## config.mk

```make
export PLATFORM = sky130hd
export DESIGN_NAME = bus_force_seq
export DESIGN_NICKNAME = d
export VERILOG_FILES = /design/src/rtl/bus_force_seq.sv
export SDC_FILE = /design/constraint.sdc
export NUM_CORES = 1
export LEC_CHECK = 0
export CAP_MARGIN = 20
export CELL_PAD_IN_SITES_DETAIL_PLACEMENT = 2
export CELL_PAD_IN_SITES_GLOBAL_PLACEMENT = 2
export CORE_UTILIZATION = 25
export DETAILED_ROUTE_END_ITERATION = 8
export MAX_ROUTING_LAYER = met4
export PLACE_DENSITY = 0.89
export SETUP_SLACK_MARGIN = 0.1
export SKIP_LAST_GASP = 1
export SLEW_MARGIN = 15
export SYNTH_ARGS = -nofsm -noshare
export SYNTH_HDL_FRONTEND = slang
export SYNTH_SLANG_ARGS = --single-unit
```

## constraint.sdc

```tcl
create_clock -name clk -period 2.2 [get_ports clk]
set_input_delay 0.44 -clock clk [delete_from_list [all_inputs] [get_ports clk]]
set_output_delay 0.44 -clock clk [all_outputs]
set_load 0.005 [all_outputs]
```

## src/rtl/bus_force_seq.sv

```systemverilog
// Stimulus sequencer for the tri-state bus checker: steps LOAD -> FORCE -> RELEASE -> DONE
// and publishes the driver value, the per-bit force overlay and the resolved bus.
module bus_force_seq #(
  parameter int               WIDTH    = 4,
  parameter int               HOLD_CYC = 2,
  parameter logic [WIDTH-1:0] INIT_VAL = 4'b0101,
  parameter logic [WIDTH-1:0] FRC_MASK = 4'b0011,
  parameter logic [WIDTH-1:0] FRC_VAL  = 4'b0010
) (
  input  logic             clk,
  input  logic             rst,
  input  logic             start,
  input  logic             abort,
  output logic [WIDTH-1:0] bus_in,
  output logic [WIDTH-1:0] frc_en,
  output logic [WIDTH-1:0] frc_val,
  output logic [WIDTH-1:0] bus_res,
  output logic [2:0]       state,
  output logic [7:0]       step,
  output logic             busy,
  output logic             done
);

  localparam int H  = (HOLD_CYC < 1) ? 1 : HOLD_CYC;
  localparam int CW = (H > 1) ? $clog2(H) : 1;
  localparam logic [CW-1:0] HCNT_LAST = CW'(H - 1);

  typedef enum logic [2:0] {
    S_IDLE    = 3'd0,
    S_LOAD    = 3'd1,
    S_FORCE   = 3'd2,
    S_RELEASE = 3'd3,
    S_DONE    = 3'd4
  } state_t;

  state_t           r_state;
  logic [WIDTH-1:0] r_bus_in;
  logic [WIDTH-1:0] r_frc_en;
  logic [WIDTH-1:0] r_frc_val;
  logic [CW-1:0]    r_hcnt;
  logic [7:0]       r_step;
  logic             r_done;

  state_t           w_state_nxt;
  logic [WIDTH-1:0] w_bus_nxt;
  logic [WIDTH-1:0] w_fen_nxt;
  logic [WIDTH-1:0] w_fval_nxt;
  logic [CW-1:0]    w_hcnt_nxt;
  logic [7:0]       w_step_nxt;
  logic             w_done_nxt;

  always_ff @(posedge clk) begin
    if (rst) begin
      r_state   <= S_IDLE;
      r_bus_in  <= '0;
      r_frc_en  <= '0;
      r_frc_val <= '0;
      r_hcnt    <= '0;
      r_step    <= '0;
      r_done    <= 1'b0;
    end else begin
      r_state   <= w_state_nxt;
      r_bus_in  <= w_bus_nxt;
      r_frc_en  <= w_fen_nxt;
      r_frc_val <= w_fval_nxt;
      r_hcnt    <= w_hcnt_nxt;
      r_step    <= w_step_nxt;
      r_done    <= w_done_nxt;
    end
  end

  always_comb begin
    w_state_nxt = r_state;
    w_bus_nxt   = r_bus_in;
    w_fen_nxt   = r_frc_en;
    w_fval_nxt  = r_frc_val;
    w_hcnt_nxt  = r_hcnt;
    w_step_nxt  = r_step;
    w_done_nxt  = 1'b0;

    if (r_state != S_IDLE && r_step != 8'hFF) w_step_nxt = r_step + 8'd1;

    case (r_state)
      S_IDLE: begin
        if (start && !abort) begin
          w_state_nxt = S_LOAD;
          w_bus_nxt   = INIT_VAL;
          w_step_nxt  = '0;
        end
      end
      S_LOAD: begin
        w_state_nxt = S_FORCE;
        w_fen_nxt   = FRC_MASK;
        w_fval_nxt  = FRC_VAL & FRC_MASK;
        w_hcnt_nxt  = '0;
      end
      S_FORCE: begin
        if (r_hcnt == HCNT_LAST) begin
          w_state_nxt = S_RELEASE;
          w_fen_nxt   = '0;
          w_hcnt_nxt  = '0;
        end else begin
          w_hcnt_nxt  = r_hcnt + CW'(1);
        end
      end
      S_RELEASE: begin
        if (r_hcnt == HCNT_LAST) begin
          w_state_nxt = S_DONE;
        end else begin
          w_hcnt_nxt  = r_hcnt + CW'(1);
        end
      end
      S_DONE: begin
        w_state_nxt = S_IDLE;
      end
      default: begin
        w_state_nxt = S_IDLE;
        w_fen_nxt   = '0;
      end
    endcase

    // Abort from any active state drops the force; DONE exits to IDLE regardless.
    if (abort && r_state != S_IDLE) begin
      w_state_nxt = S_IDLE;
      w_fen_nxt   = '0;
    end

    w_done_nxt = (w_state_nxt == S_DONE);
  end

  assign bus_in  = r_bus_in;
  assign frc_en  = r_frc_en;
  assign frc_val = r_frc_val;
  assign bus_res = (r_bus_in & ~r_frc_en) | (r_frc_val & r_frc_en);
  assign state   = r_state;
  assign step    = r_step;
  assign busy    = (r_state != S_IDLE);
  assign done    = r_done;

endmodule

```

# After elaboration in Yosys (flattened, before gate mapping)
# Index checks and enable logic that the tools add are counted.
# Widths: inputs -> output; s select.
# classes
addsub,2
n_eq_ne,7
muxes,13
n_bitwise,5
reduce_logical,11
# ops
op,n
$mux 8,3
$mux 3,4
$pmux 3 s4,1
$pmux 4 s3,1
$add 8x1->8 const B,1
$ne 8x8->1 const B,1
$eq 3x2->1 const B,2
$eq 3x3->1 const B,2
$reduce_bool 3->1,2
$and 2x4->4,1
$and 3x4->4,1
$mux 4,1
$not 4->4,1
$or 4x4->4,1
$reduce_and 2->1,2
$eq 3x1->1 const B,1
$logic_and 1x1->1,3
$logic_not 3->1,1
$pmux 1 s3,1
$reduce_or 3->1,1
$mux 1,2
$ne 2x2->1 const B,1
$reduce_or 2->1,1
$add 1x1->1 const B,1
2 further kinds,2
# word_totals
register_bits,19
in_bits,4
out_inout_bits,29
word_cells,45

# Longest topological paths before layout
# logic_depth
word_depth,6
mapped_depth,6
ltp_nobuf,5

# Least setup slack after synthesis
# Ideal clock, no wire load.
# synth_timing
path_kind,register to register
startpoint,"reg r_state[0], in the netlist state[0]"
endpoint,"reg r_step[5], in the netlist step[5]"
setup_ps,70
t_arrival_ps,1324
t_required_ps,2130
setup_slack_ps,807
path_stages_with_launch,7
n_path_buf,1
synth_period_minus_slack_ps,1393
cell_sequence,dfxtp_1 buf_2 nor3_2 inv_4 nand2b_2 or4_1 a21oi_1
# synth_via
elab_chain_len,5
word_cells_on_any_way,6
classes_between,3 x mux; 3 x reduce/logical
# synth_rtl
item,line,source
start: declaration,36,state_t r_state;
start signal: assignment,62,r_state <= w_state_nxt;
$reduce_bool 3->1 (*),-,
named net busy,20,"output logic busy,"
$logic_and 1x1->1 (*),81,if (r_state != S_IDLE && r_step != 8'hFF) w_step_nxt = r_step + 8'd1;
$mux 8 (*),81,
$mux 8,85,if (start && !abort) begin
$mux 8 (*),83,case (r_state)
end signal: assignment,67,r_step <= w_step_nxt;
end: declaration,41,logic [7:0] r_step;
# The timed path passes the listed nets; every way through them passes the cells marked *.
# A chain may end at the register's enable or synchronous reset.

# Final worst setup path
# layout_timing
startpoint,"reg r_state[2], in the netlist state[2]"
endpoint,out busy
# layout_via
elab_chain_len,1
# layout_rtl
item,line,source
$reduce_bool 3->1,137,assign busy = (r_state != S_IDLE);
end: declaration,20,
# No other way between the ends.

==> results.txt <==
status - finished clean
GRT Total Usage - 14.8%
CTS root buffer - clkbuf_4
antenna violations before repair - 0
per-cell routed wire length - 14.1 µm
final hold vios - 0
RSZ-0062 raised after global routing - no
Worst Path Buf+Inv - 2
CP max FO - 9
fin nets - 125
first-pass GRT wire length - 3590 µm
slowest CP cell - dfxtp_1
Yosys top cell by area - dfxtp_1
Post-Synth Simple-Gate Area - 25.3%
#FFs+latches synth - 16
I/O Buffers - 24
total number of vias - 792
GRT Residual Overflow - 0
# IOs - 33
Int Power - 0.445 mW
Worst-Skew Late Latency - 300 ps
clock network fraction of design power - 34.0%
HPWL Detailed - 1790 µm
Slew Viols, Final - 0
RD Place Congestion - 0.791
Die X - 59.2 µm
pre-CTS WS - 383 ps
Period minus WS final - 1990 ps
Post-Synth Adder-Cell Area - 1.53%
Iteration-0 DRC Markers - 5
Area growth syn-to-layout - 34.8%
Mean Syn Cell Area - 8.51 µm²
switching part of the total - 25.2%
Worst Setup Start Kind - flip-flop
Netlist Area Pre-Place - 817 µm²
post-synthesis compound-gate area fraction - 16.2%
Final ANT Viol Nets - 0
drt pass-1 iters - 4
synth warn - 0
H-tree Lvls - 1
post-synthesis mux area share - 1.23%
number of global-route vias before repair - 770
xor/xnor share of the synthesized area - 2.14%
Max stage delay on crit path - 560 ps
CORE AREA - 3080 µm²
main combinational cell family by area after synthesis - simple AND/OR/NAND/NOR gates
layout cells sized above 1 - 9.24%
period utilization - 90.4%
Logic pwr share - 13.9%
Sum Neg Setup Slack - 0 ps
count of final setup violators - 0
Psw - 0.150 mW
Power Dens Cells - 540 nW/µm²
initial core utilization - 26.5%
Die Height - 59.2 µm
Register Area - 322 µm²
Leakage - 0.388 nW
share of the yosys chip area belonging to registers - 39.2%
top post-synthesis cells by area - dfxtp_1, buf_4, a21oi_1
Std-Cell Rows - 20
largest net degree at the start of global routing - 11
Power Total - 0.595 mW
Reg power frac - 52.1%
Die ar. - 3500 µm²
Filler Cell Count - 356
Clock Skew - 7.35 ps
CTS Buf Count - 3
Via density - 4.86
TritonCTS clock tree - done
CP delay by family, top - buffers and inverters
area of the multi-input gates - 415 µm²
maximum vdd drop - 165 µV
Longest Clk Path Bufs - 2
Critical Path Sink Type - output port
min setup slack post-route - 211 ps
worst-path cell chain - nor3_4 > inv_4 > clkdlybuf4s50_1
clk slew on worst S/H paths - 100 ps
# diodes - 0
Synth cell types - 40
area fraction of the dominant cell type after synthesis - 39.2%
worst min path class - flip-flop to flip-flop
Max Clk Rate - 503 MHz
Cells after Synth - 96
WS Path Type - flip-flop to output port
# DRC - 0
Max-cap violations - 0
CP Data Required Time - 1760 ps
CTS Sinks - 16
crit path DAT - 1550 ps
Detailed Route WL - 2290 µm
==> worst register-to-register path, stage by stage, from the launching register on <==
cell and delay (ps):
dfxtp_1 560, nor3_4 100, buf_4 160, nor4b_1 460
a31oi_1 140, o21a_1 120
==> routing by layer <==
layer,vias to the layer above,GRT usage [%],part of all wire [%]
met5,-,-,0
met4,0,7.48,2.6
met3,5,3.28,4.7
met2,27,27.1,52
met1,388,14.6,40
li1,372,-,-
==> stage by stage <==
step,area (µm²),hold WS (ps),instances,util (%)
after floorplan,843,475,103,-
after global placement,1050,479,158,34.1
after detailed placement,1050,510,158,34.1
after CTS,1090,533,162,35.5
after global routing,1100,577,163,35.8
final,1100,521,163,35.8
==> synth_stat cells <==
master and number:
dfxtp_1 16, buf_4 11, nor2_1 9, a21oi_1 7
nand3_1 6, a31oi_1 3, inv_1 3, nor4_1 3
a211oi_1 2, nand2_1 2, nor2b_1 2, nor3_1 2
nor3b_1 2, o21ai_0 2, a21o_1 1, a311oi_1 1
a31o_2 1, a32oi_1 1, and2_1 1, and4_1 1
buf_2 1, clkbuf_1 1, clkbuf_2 1, conb_1 1
ha_1 1, inv_4 1, mux2i_1 1, nand2b_1 1
nand2b_2 1, nand4_1 1, nor3_2 1, nor4b_1 1
nor4bb_1 1, o21a_1 1, o21ai_1 1, o31ai_1 1
or3_1 1, or4_1 1, xnor2_1 1, xor2_1 1
==> cell type report <==
class | count | area share, %
timing repair buffer | 26 | 23.2
tap | 44 | 5.00
multi-input combinational | 69 | 37.7
sequential | 16 | 29.2
inverter | 4 | 1.59
clock buffer | 4 | 3.30
==> power by group through the flow <==
stage                     Combinational [mW]  Clock (mW)  Sequential [mW]
final                                 0.0827       0.203            0.310
after CTS                             0.0819       0.215            0.310
after global placement                0.0781           0            0.315
after floorplan                       0.0537           0            0.312
after global routing                  0.0907       0.227            0.312
after detailed placement              0.0811           0            0.316
==> sequential cells by signal, indices dropped and copies added, names as in the netlist <==
name,count
frc_val,1
state,3
done,1
frc_en,1
bus_in,1
r_hcnt,1
step,8
==> placed cells by master, fill, tap and decap left out, drive strengths merged <==
| master | n |
|---|---|
| clkdlybuf4s50 | 24 |
| dfxtp | 16 |
| nor2 | 9 |
| conb | 8 |
| a21oi | 7 |
| nand3 | 6 |
| inv | 4 |
| clkbuf | 4 |
| nor4 | 3 |
| a31oi | 3 |
| o21ai | 3 |
| nor3 | 3 |
| nor2b | 2 |
| a211oi | 2 |
| nand2 | 2 |
| nor3b | 2 |
| buf | 2 |
| nand2b | 2 |
| and2 | 1 |
| a31o | 1 |
| and4 | 1 |
| xnor2 | 1 |
| nand4 | 1 |
| or3 | 1 |
| a311oi | 1 |
| mux2i | 1 |
| a21o | 1 |
| xor2 | 1 |
| nor4bb | 1 |
| nor4b | 1 |
| o21a | 1 |
| a32oi | 1 |
| o31ai | 1 |
| or4 | 1 |
| ha | 1 |
==> worst paths after layout <==
kind / startpoint / slack (ps) / depth (start not counted) / endpoint
max: state[2] / 210 / 3 / busy
max reg2reg: state[2] / 570 / 5 / step[6]
min reg2reg: frc_val[1] / 520 / 2 / frc_val[1]
min: frc_val[1] / 520 / 2 / frc_val[1]
==> cells by family (layout without fill, tap and decap cells) <==
| family | Yosys count | in the layout |
|---|---|---|
| mux | 1 | 1 |
| buf+inv | 18 | 34 |
| other cells | 1 | 8 |
| flops | 16 | 16 |
| compound gates | 21 | 21 |
| fa+ha+maj | 1 | 1 |
| simple gates | 36 | 36 |
| xor+xnor | 2 | 2 |
==> what timing repair did <==
| action | in CTS | in global routing |
|---|---|---|
| resized for setup | 1 | 1 |
| hold buffers | 0 | 0 |
| buffers inserted | 0 | 1 |
| setup endpoints to repair | 1 | 1 |
| pin swaps | 0 | 1 |
Power figures use the tool's default switching activity.
